--- config.mk ---
export PLATFORM = sky130hd
export DESIGN_NAME = register_serializer
export DESIGN_NICKNAME = d
export VERILOG_FILES = /design/src/rtl/register_serializer.sv
export SDC_FILE = /design/constraint.sdc
export NUM_CORES = 1
export LEC_CHECK = 0
export CAP_MARGIN = 20
export CORE_MARGIN = 5
export CORE_UTILIZATION = 53
export CTS_CLUSTER_SIZE = 14
export DETAILED_ROUTE_END_ITERATION = 12
export GPL_TIMING_DRIVEN = 0
export PLACE_DENSITY = 0.84
export SYNTH_ARGS = -nofsm -noshare
export SYNTH_HDL_FRONTEND = slang
export SYNTH_SLANG_ARGS = --single-unit
export TNS_END_PERCENT = 1
--- constraint.sdc ---
create_clock -name clk -period 3.5 [get_ports clk]
set_clock_uncertainty 0.1 [all_clocks]
set_input_delay 0.525 -clock clk [delete_from_list [all_inputs] [get_ports clk]]
set_output_delay 0.525 -clock clk [all_outputs]
set_load 0.02 [all_outputs]
--- src/rtl/register_serializer.sv ---
// Parallel-to-serial shifter with a valid/ready serial port and
// first/last bit markers. A word is captured on load while idle and
// shifted out one bit per accepted transfer. A one-cycle done pulse
// follows the final transfer.
module register_serializer #(
    parameter int WIDTH     = 32,
    parameter int MSB_FIRST = 0
) (
    input  logic             clk,
    input  logic             reset,
    input  logic [WIDTH-1:0] d,
    input  logic             load,
    output logic             ready,
    output logic             sout,
    output logic             sout_valid,
    input  logic             sout_ready,
    output logic             sof,
    output logic             eof,
    output logic             done
);

    localparam int CW = (WIDTH > 1) ? $clog2(WIDTH) : 1;

    typedef enum logic {IDLE = 1'b0, SHIFT = 1'b1} state_t;

    state_t           state, state_nx;
    logic [WIDTH-1:0] sreg;
    logic [CW-1:0]    cnt;
    logic [CW-1:0]    idx;
    logic             accept;
    logic             xfer;
    logic             last;

    // cnt never reaches WIDTH, so idx always stays inside the word
    assign last = (cnt == CW'(WIDTH - 1));
    assign idx  = (MSB_FIRST != 0) ? (CW'(WIDTH - 1) - cnt) : cnt;

    // State register; async reset drops straight back to IDLE
    always_ff @(posedge clk or negedge reset) begin
        if (!reset) state <= IDLE;
        else        state <= state_nx;
    end

    // Next state and all handshake/marker outputs, purely from state
    // and counter so that an async reset clears them without a clock edge
    always_comb begin
        state_nx   = state;
        ready      = 1'b0;
        accept     = 1'b0;
        xfer       = 1'b0;
        sout_valid = 1'b0;
        sout       = 1'b0;
        sof        = 1'b0;
        eof        = 1'b0;
        case (state)
            IDLE: begin
                ready  = 1'b1;
                accept = load;
                if (load) state_nx = SHIFT;
            end
            SHIFT: begin
                sout_valid = 1'b1;
                xfer       = sout_ready;
                sout       = sreg[idx];
                sof        = (cnt == '0);
                eof        = last;
                if (sout_ready && last) state_nx = IDLE;
            end
            default: state_nx = IDLE;
        endcase
    end

    // Datapath: capture on accept, advance only on a real transfer so a
    // stall freezes the bit on sout; the last transfer leaves cnt alone
    // (the next accept clears it) and raises done for one cycle
    always_ff @(posedge clk or negedge reset) begin
        if (!reset) begin
            sreg <= '0;
            cnt  <= '0;
            done <= 1'b0;
        end else begin
            done <= xfer && last;
            if (accept) begin
                sreg <= d;
                cnt  <= '0;
            end else if (xfer && !last) begin
                cnt  <= cnt + CW'(1);
            end
        end
    end

endmodule
==> results.md, run 1 <==
* Final net count at 277
* Met1 WL at 1.609 mm
* Port Buffers at 41
* Via Count at 1402
* DRT iter0 DRCs at 86
* Clk Latency, worst-skew pair at 340 ps
* Largest net degree at the start of global routing at 40
* Worst-Margin Slew at 844.1 ps
* Startpoint Class: flop
* Endpoint class of the critical path: primary output
* Critical path type: flop to primary output
* Clk sinks at 39
* Ant diodes at 0
* Post-CTS sizing at 0
* H-Tree Depth at 2
* Reg2reg start: cnt[0]
* Post-route ant nets at 0
* CTS max path bufs at 2
* Starting density of the core at 0.5493
* Routed wire length at 3.787 mm
* Status: finished, final reports clean
* Critical path, cell by cell: buf_6, mux4_2, mux4_2, nor2_1, a311oi_1, clkdlybuf4s50_1
* Setup TNS at 0 ps
* Design Area, Final at 0.002337 mm^2
* DPL Wire Length at 2.801 mm
* Die H at 68.81 um
* Post-CTS setup buffers at 0
* Vias in the first global route at 1388
* Worst reg2reg endpoint: cnt[3]
* Synth Register Bits at 39
* CTS Root Cell: clkbuf_4
* Grt ovf at 0
* Met2 wire length at 1.856 mm
* Slew Limit Fails at 0
* Final Setup Violations at 0
* Reg2Reg Depth at 7
* Gr usage total at 0.1833
* Gate count of the mapped netlist at 190
* Initial antenna violation count at 0
* Max Fclk at 296.5 MHz
* Post-Syn Nets at 229
* Die footprint at 0.004735 mm^2
* CTS buffer count at 5
* RSZ-0062 raised after global routing: false
* Area Growth Syn to Fin at 27.51%
* Sequential-to-total area share from yosys stat at 0.5324
* Max layer used: met4
* Pleak at 1.172 nW
* Pre-antenna DRT Iters at 4
* Worst vdd ir at 261.3 uV
* Multi-input logic area at 795.8 um^2
* Placed Area at 0.002296 mm^2
* Reg2reg setup slack at 1580 ps
* Most frequent cells in the layout: nand2_1, clkdlybuf4s50_1, dfrtp_1, clkbuf_1, mux4_1
* Crit path DAT at 2750 ps
* Worst setup path startpoint: cnt[0]
* Max-capacitance violation count at 0
* Share of cells above drive strength 1 at 0.05063
* YS warnings at 0
* CP Max Fanout at 10
* First-pass GRT wire length at 6.182 mm
* Mapped Area at 0.001833 mm^2
* Syn_area_per_cell at 9.647 um^2
* Met3 wire length at 246 um
* Die W at 68.81 um
* Critical Path Most Common Cell: mux4_2
* Rows at 21
* CP Data Required Time at 2870 ps
* Hold Path Class: input port to async pin
* I/O Pins at 42
* Sequential cell area at 975.9 um^2
* GPL Wtd Cong at 0.8037
* Crit path capture: sout
* Core ar. at 0.003337 mm^2
* FILL cells at 270
* Period minus WS final at 3373 ps
* Vias per cell at 4.954
* Post-route clock period utilization at 0.9638
* Pwr dens at 500.9 mW/mm^2
* Final Hold Viols at 0
* CTS tree: built
* DRC at 0
* Clk slew on worst S/H paths at 110 ps
* Hold bufs inserted after CTS at 0
* CP peak stage delay at 550 ps
* Core Util, Final at 0.7004
* Crit path max-delay cell type: clkdlybuf4s50_1
* Slew headroom at 0.4373
* WL/cell at 13.38 um
* Most common cell after layout, fill and taps aside: nand2_1
* Post-synth cell types at 25
## kinds of logic (layout without fill, tap and decap cells)
logic type | count (synthesis) | count (layout) | share of synthesized area
and+or+nand+nor | 117 | 117 | 0.2539
DFF | 39 | 39 | 0.5324
buffers and inverters | 14 | 61 | 0.03344
muxes | 11 | 11 | 0.1345
AOI/OAI and AO/OA | 4 | 4 | 0.01570
adders and majority gates | 3 | 3 | 0.02048
xor gates and xnor gates | 2 | 2 | 0.009558
## synthesized netlist by cell type
cell type  count  area (um^2)
nand2_1      102        382.9
dfrtp_1       39        975.9
clkbuf_1       8        30.03
mux4_1         6        157.7
nor2_1         5        18.77
inv_1          4        15.01
ha_1           3        37.54
mux4_2         3        67.56
and3_1         2        12.51
nand3_1        2        10.01
o31ai_1        2        15.01
a311oi_1       1        8.760
and2_1         1        6.260
and3b_1        1        8.760
buf_2          1        5.000
buf_6          1        11.26
mux2_2         1        11.26
mux2i_1        1        10.01
nand3b_1       1        7.510
nand4_1        1        6.260
nor2b_1        1        6.260
nor4_1         1        6.260
o21ai_0        1        5.000
xnor2_1        1        8.760
xor2_1         1        8.760
## worst min path at each step
stage / to / from / cells after the start
after CTS: cnt[3] / reset / 1
after global placement: sreg[17] / sreg[17] / 2
after floorplan: cnt[0] / reset / 0
final: cnt[3] / reset / 1
after global routing: cnt[3] / reset / 1
after detailed placement: sreg[19] / sreg[19] / 2
## per-layer routing
layer	vias up	global-route usage
li1	708	-
met1	644	0.2186
met2	43	0.3075
met3	7	0.05835
met4	0	0.07299
met5	-	0
## power by group
part	switching, mW	internal [mW]	leakage, nW
logic	0.180	0.214	0.660
clock network	0.136	0.0715	0.0242
registers	0.0508	0.518	0.488
total	0.367	0.804	1.17
## sequential cells by signal, indices dropped and copies added (netlist names)
register	flops
cnt	5
done	1
sreg	32
state	1
## worst max-delay path, delay by kind of cell (launching register included)
kind	cells	cell delay (ps)
DFF	1	460
AOI/OAI and AO/OA	1	60
buffers and inverters	2	740
and+or+nand+nor	1	110
muxes	2	1030
## layout make-up
cell class / count / share of cell area
repair buffers: 41 / 0.1734
flip-flops and latches: 39 / 0.4176
multi-input cells: 137 / 0.3405
clock buffers: 6 / 0.01767
well taps: 46 / 0.02463
inverters: 4 / 0.006424
plain buffers: 10 / 0.01981
## through the flow
step | hold slack, ps | instances | setup slack [ps] | power [mW]
after floorplan | 129.4 | 190 | 1154 | 0.8272
after global placement | 351.4 | 277 | 550.9 | 0.9563
after detailed placement | 354.3 | 277 | 497.5 | 0.9764
after CTS | 194.8 | 283 | 99.95 | 1.179
after global routing | 254.3 | 283 | 29.48 | 1.239
final | 168.5 | 283 | 126.9 | 1.171
Note: power is estimated with default switching activity, not from simulation.
==> run 2: changes to the inputs <==
--- a/config.mk
+++ b/config.mk
@@ -5,7 +5,6 @@
 export SDC_FILE = /design/constraint.sdc
 export NUM_CORES = 1
 export LEC_CHECK = 0
-export CAP_MARGIN = 20
 export CORE_MARGIN = 5
 export CORE_UTILIZATION = 53
 export CTS_CLUSTER_SIZE = 14
==> results of run 2 <==
No change in the layout: final DEF, timing and power equal those of run 1.
